### src/rtl/exception_pkg.sv
// Shared types and constants for the exception unit.
// FSM state encoding, cause codes and vector-table byte addresses.
package exception_pkg;

    typedef enum logic [2:0] {
        ST_IDLE  = 3'd0,
        ST_REQ   = 3'd1,
        ST_WAIT1 = 3'd2,
        ST_WAIT2 = 3'd3,
        ST_DONE  = 3'd4
    } state_t;

    typedef enum logic [1:0] {
        CAUSE_NONE   = 2'b00,
        CAUSE_OPCODE = 2'b01,
        CAUSE_OVF    = 2'b10,
        CAUSE_DIV0   = 2'b11
    } cause_t;

    localparam logic [7:0] VEC_OPCODE = 8'd253;
    localparam logic [7:0] VEC_OVF    = 8'd254;
    localparam logic [7:0] VEC_DIV0   = 8'd255;

    function automatic logic [31:0] vec_addr(input logic [7:0] v);
        return {24'b0, v};
    endfunction

endpackage

### src/rtl/exception_prio_enc.sv
// Priority encoder: opcode > overflow > div0.
// Ports: exc_*_i request pulses; valid_o any request, cause_o code, vec_o table byte.
module exception_prio_enc
    import exception_pkg::*;
(
    input  logic       exc_opcode_i,
    input  logic       exc_overflow_i,
    input  logic       exc_div0_i,
    output logic       valid_o,
    output cause_t     cause_o,
    output logic [7:0] vec_o
);

    always_comb begin
        valid_o = 1'b1;
        cause_o = CAUSE_NONE;
        vec_o   = 8'd0;
        // Lower-priority requests are simply dropped.
        if (exc_opcode_i) begin
            cause_o = CAUSE_OPCODE;
            vec_o   = VEC_OPCODE;
        end else if (exc_overflow_i) begin
            cause_o = CAUSE_OVF;
            vec_o   = VEC_OVF;
        end else if (exc_div0_i) begin
            cause_o = CAUSE_DIV0;
            vec_o   = VEC_DIV0;
        end else begin
            valid_o = 1'b0;
        end
    end

endmodule

### src/rtl/exception_unit.sv
// Exception sequencer: latches EPC/cause, reads handler byte from vector table.
// Ports: clk, rst_n, pc, exc_* in; mem_rdata in; mem_addr, mem_rd, epc, handler_addr, cause, busy, done out.
module exception_unit
    import exception_pkg::*;
(
    input  logic        clk,
    input  logic        rst_n,
    input  logic [31:0] pc,
    input  logic        exc_opcode,
    input  logic        exc_overflow,
    input  logic        exc_div0,
    input  logic [7:0]  mem_rdata,
    output logic [31:0] mem_addr,
    output logic        mem_rd,
    output logic [31:0] epc,
    output logic [31:0] handler_addr,
    output logic [1:0]  cause,
    output logic        busy,
    output logic        done
);

    state_t      state_q;
    logic [31:0] epc_q;
    logic [31:0] handler_q;
    cause_t      cause_q;
    logic [31:0] mem_addr_q;
    logic        mem_rd_q;
    logic        busy_q;
    logic        done_q;

    logic        enc_valid;
    cause_t      enc_cause;
    logic [7:0]  enc_vec;

    exception_prio_enc u_enc (
        .exc_opcode_i   (exc_opcode),
        .exc_overflow_i (exc_overflow),
        .exc_div0_i     (exc_div0),
        .valid_o        (enc_valid),
        .cause_o        (enc_cause),
        .vec_o          (enc_vec)
    );

    // Outputs are registered: each is set for the state being entered.
    always_ff @(posedge clk or negedge rst_n) begin
        if (!rst_n) begin
            state_q    <= ST_IDLE;
            epc_q      <= 32'd0;
            handler_q  <= 32'd0;
            cause_q    <= CAUSE_NONE;
            mem_addr_q <= 32'd0;
            mem_rd_q   <= 1'b0;
            busy_q     <= 1'b0;
            done_q     <= 1'b0;
        end else begin
            unique case (state_q)
                ST_IDLE: begin
                    done_q <= 1'b0;
                    if (enc_valid) begin
                        state_q    <= ST_REQ;
                        epc_q      <= pc - 32'd4;
                        cause_q    <= enc_cause;
                        mem_addr_q <= vec_addr(enc_vec);
                        mem_rd_q   <= 1'b1;
                        busy_q     <= 1'b1;
                    end
                end
                ST_REQ: begin
                    state_q  <= ST_WAIT1;
                    mem_rd_q <= 1'b0;
                end
                ST_WAIT1: begin
                    state_q <= ST_WAIT2;
                end
                ST_WAIT2: begin
                    // Read data lands two cycles after the strobe.
                    state_q    <= ST_DONE;
                    handler_q  <= {24'b0, mem_rdata};
                    mem_addr_q <= 32'd0;
                    done_q     <= 1'b1;
                end
                ST_DONE: begin
                    state_q <= ST_IDLE;
                    done_q  <= 1'b0;
                    busy_q  <= 1'b0;
                end
                default: begin
                    state_q    <= ST_IDLE;
                    mem_addr_q <= 32'd0;
                    mem_rd_q   <= 1'b0;
                    busy_q     <= 1'b0;
                    done_q     <= 1'b0;
                end
            endcase
        end
    end

    assign epc          = epc_q;
    assign handler_addr = handler_q;
    assign cause        = cause_q;
    assign mem_addr     = mem_addr_q;
    assign mem_rd       = mem_rd_q;
    assign busy         = busy_q;
    assign done         = done_q;

endmodule

### config.mk
export PLATFORM = sky130hd
export DESIGN_NAME = exception_unit
export DESIGN_NICKNAME = d
export VERILOG_FILES = /design/src/rtl/exception_pkg.sv /design/src/rtl/exception_prio_enc.sv /design/src/rtl/exception_unit.sv
export SDC_FILE = /design/constraint.sdc
export NUM_CORES = 1
export LEC_CHECK = 0
export CAP_MARGIN = 20
export CORE_ASPECT_RATIO = 0.7
export CORE_MARGIN = 2
export CORE_UTILIZATION = 45
export CTS_CLUSTER_DIAMETER = 50
export DETAILED_ROUTE_END_ITERATION = 16
export PLACE_DENSITY = 0.92
export SYNTH_ARGS = -nofsm -noshare
export SYNTH_HDL_FRONTEND = slang
export SYNTH_HIERARCHICAL = 1
export SYNTH_SLANG_ARGS = --single-unit
### constraint.sdc
create_clock -name clk -period 3.4 [get_ports clk]
set_input_delay 0.68 -clock clk [delete_from_list [all_inputs] [get_ports clk]]
set_output_delay 0.68 -clock clk [all_outputs]
set_load 0.005 [all_outputs]
==> results.md <==
- The static leakage is 1.810 nW.
- Across all layers, the routed design uses 2720 vias.
- The post-cts gate resize count is 0.
- The first-pass GRT wire length is 11.81 mm.
- At the pin with the least slew margin, the transition time is 0.7354 ns.
- The synthesized design spends more area on one cell type than any other, namely dfrtp_1.
- Along the worst path, the maximum fanout reaches 5.
- The switching power as a share of total power is 35.94%.
- The worst setup path is captured at a register.
- In this run the post-CTS setup repair buffer count came out at 0.
- The clock reaches the later pin of the worst-skew pair after 0.30 ns.
- For this run, the detailed router's first-pass iteration total came to 4.
- The wire-length estimate of the detail-placed layout is 5.904 mm.
- After synthesis, flip-flops and latches occupy 43.60% of the total area.
- The number of buffers inserted by port buffering is 97.
- The ratio of total power to cell area is 757.8 nW/um^2.
- The number of synthesized flops with an enable pin is 0.
- The final routed DRC violation total is 0.
- The floorplan die width is 105.0 um.
- For this configuration, the core starts out at a cell density of 47.14%.
- The net count reported at finish is 513.
- The initial DRC count is 99.
- For this design the top-level I/O count stands at 146.
- The number of warnings printed during yosys synthesis is 6.
- The cell with the largest stage delay on the worst path is or4_4.
- The global routing met2 resource utilization is 33.62%.
- The number of cells produced by synthesis is 383.
- The relative contribution of sequential cells to total power is 39.7%.
- The standard-cell row count is 25.
- The weighted congestion at the end of routability-driven global placement is 0.8090.
- The met3 demand-to-capacity share in global routing is 4.762%.
- Across all setup checks in the final design, the least slack found is 0.8115 ns.
- The internal power is 2.010 mW.
- The maximum number of pins on one net before global-route repair is 59.
- For the worst setup path, the data required time is 3.57 ns.
- met2 is the most crowded layer.
- The hold-fix buffer count after cts is 0.
- The post-synthesis average cell area is 8.393 um^2.
- The critical path is of the in -> reg type.
- The shortest clock period the worst path allows after layout is 2.589 ns.
- The final count of negative-setup-slack endpoints is 0.
- The number of antenna violations at the first check in global routing is 0.
- The CTS root buffer is clkbuf_8.
- The worst-case vdd ir drop is 0.3552 mV.
- STA puts the critical path data arrival time at 2.76 ns.
- The share of power burned in the clock network is 13.8%.
- For this block, the routed nets add up to 7.651 mm of wire.
- The relative area change from synthesis to final layout is 28.80%.
- The number of CTS-inserted buffers is 5.
- The count of final hold-check violations was 0.
- The most used flip-flop cell after synthesis is dfrtp_1.
- In this run, the combinational gates consume 46.5% of the power.
- Hold is met by 0.4300 ns.
- After synthesis the netlist holds a flip-flop and latch count of 56.
- The count of antenna-violating nets left after detailed routing is 0.
- Derived from the worst setup path, the maximum achievable clock frequency is 0.3863 GHz.
- The longest clock path from root to sink contains 2 buffers.
- The startpoint identified for the worst register-to-register timing path is state_q[0].
- After floorplanning, the core was sized to cover 6819 um^2.
- For met1 alone, demand over resource in global routing was 23.93%.
- The final setup TNS is 0 ns.
- Setup repair after global routing left no endpoint under its margin.
- Global routing used 18.84% of the available tracks across all layers.
- The worst pin sits at a relative slew slack of 50.97%.
- The tree built by TritonCTS fans out to 56 sinks.
- The die extent in y is 74.71 um.
- The tool flagged a number of max-cap violations equal to 0.
- Prior to clock tree synthesis, the placed netlist has a worst setup slack of 0.4874 ns.
- TritonCTS built the clock tree.
- Walking the worst path, the cells encountered are clkdlybuf4s50_1, or4_4, or3_2, nor3_1, xnor2_1, o21ai_0.
- The number of global-route vias before repair is 2447.
- For flop-to-flop paths, the worst setup slack is 1.58 ns.
- The via count normalized by instance count is 4.840.
- The synthesized cell area is 3214 um^2.
- CTS built an H-tree with a depth of 2.
- The count of cells in the finished layout, fillers not included, comes to 562.
- After synthesis, the cell types taking the most area are dfrtp_1 (44%), buf_4 (13%), nand2_1 (11%).
- By count the netlist is led by nand2_1 (98), buf_4 (56), dfrtp_1 (56).
- The design draws 3.138 mW.
- The category of the worst setup path launch point is a primary input.
- The ratio of final minimum period to clock period is 76.13%.
- In the final routed layout, each cell accounts on average for 13.61 um.
- In the synthesized netlist the async set-or-reset flop fraction comes to 100.0%.
- The proportion of netlist area held by the largest area contributor is 43.60%.
- The total congestion overflow is 0.
- The tightest min-delay check is of the in -> async type.
- Yosys mapped the design onto 36 distinct sky130hd cell types.
- The run finished with clean final reports.
- The clock-pin slew on the worst setup and hold paths is 0.10 ns.
- The first element of the critical path is pc[19].
- 0 antenna diodes ended up in the layout.
- The die covers 7846 um^2.
- The largest clock skew in the final design is 0.005493 ns.
- Yosys instantiated no cell more often than nand2_1.
- The critical path's largest stage delay is 0.59 ns.
- In this run, placement finished with an instance count of 554.
- The share of final-layout standard cells stronger than drive strength 1 is 4.274%.
- In this run the power spent charging and discharging nets is 1.128 mW.
- The number of pins exceeding their max-slew limit in the final report was 0.
==> area by class of cell <==
cell class | instances | area [um^2]
Sequential cell | 56 | 1401
Fill cell | 623 | 2679
Tap cell | 94 | 117.6
Clock buffer | 5 | 68.82
Inverter | 6 | 22.52
Timing Repair Buffer | 100 | 988.4
Clock inverter | 3 | 42.54
Multi-Input combinational cell | 298 | 1499
==> path summary, 6_finish.rpt <==
| kind | end | cells after the start |
|---|---|---|
| setup / recovery | epc[23] | 6 |
| hold / removal | mem_addr[3] | 1 |
| setup reg to reg | epc[31] | 6 |
| hold reg to reg | handler_addr[0] | 2 |
| max in group asynchronous | epc[29] | 2 |
| min in group clk | handler_addr[0] | 2 |
==> power groups by stage <==
stage / sequential, mW / clock, mW / combinational [mW]
after detailed placement: 1.26 / 0 / 1.48
after CTS: 1.25 / 0.446 / 1.48
final: 1.25 / 0.432 / 1.46
after global routing: 1.29 / 0.464 / 1.63
after floorplan: 1.21 / 0 / 0.705
after global placement: 1.24 / 0 / 1.41
==> flip-flops by register name (all words and copies together) (netlist names) <==
name          flops
epc              32
handler_addr      8
mem_addr          8
state_q           3
cause             2
busy              1
done              1
mem_rd            1
==> critical path, delay by kind of cell <==
kind	cells	cell delay [ns]
AND/OR/NAND/NOR	3	1.36
buffers and inverters	1	0.45
AO/OA/AOI/OAI	1	0.10
XOR/XNOR	1	0.16
==> metrics by stage <==
step | utilization, % | cell area (um^2)
after floorplan | - | 3391
after global placement | 59.08 | 4029
after detailed placement | 59.08 | 4029
after CTS | 60.72 | 4140
after global routing | 60.72 | 4140
final | 60.72 | 4140
==> cell families after synthesis <==
kind of cell / count (synthesis) / share of synthesized area, %
simple gates: 161 / 22.38
compound gates: 61 / 10.70
buf+inv: 76 / 15.41
xor+xnor: 26 / 7.085
fa+ha+maj: 1 / 0.3892
mux: 1 / 0.3114
other cells: 1 / 0.1167
flops: 56 / 43.60
==> cell usage in the layout (no fill, tap or decap), types with 4 or more instances in the layout <==
cell type         n
xnor2_1          19
o21ai_0          42
clkbuf_8          5
nand2_1          98
a22oi_1          10
dfrtp_1          56
nor3_1           10
nor4_1            7
inv_1             5
nor2_1           19
or3_1             4
xor2_1            7
conb_1           48
clkdlybuf4s50_1  96
==> metal layers <==
layer / routed length [um] / vias to the layer above
met5: 0 / -
met2: 3841 / 90
met3: 475 / 7
met4: 38 / 0
met1: 3296 / 1295
li1: - / 1328
No activity file was read; power rests on OpenSTA's default activity.
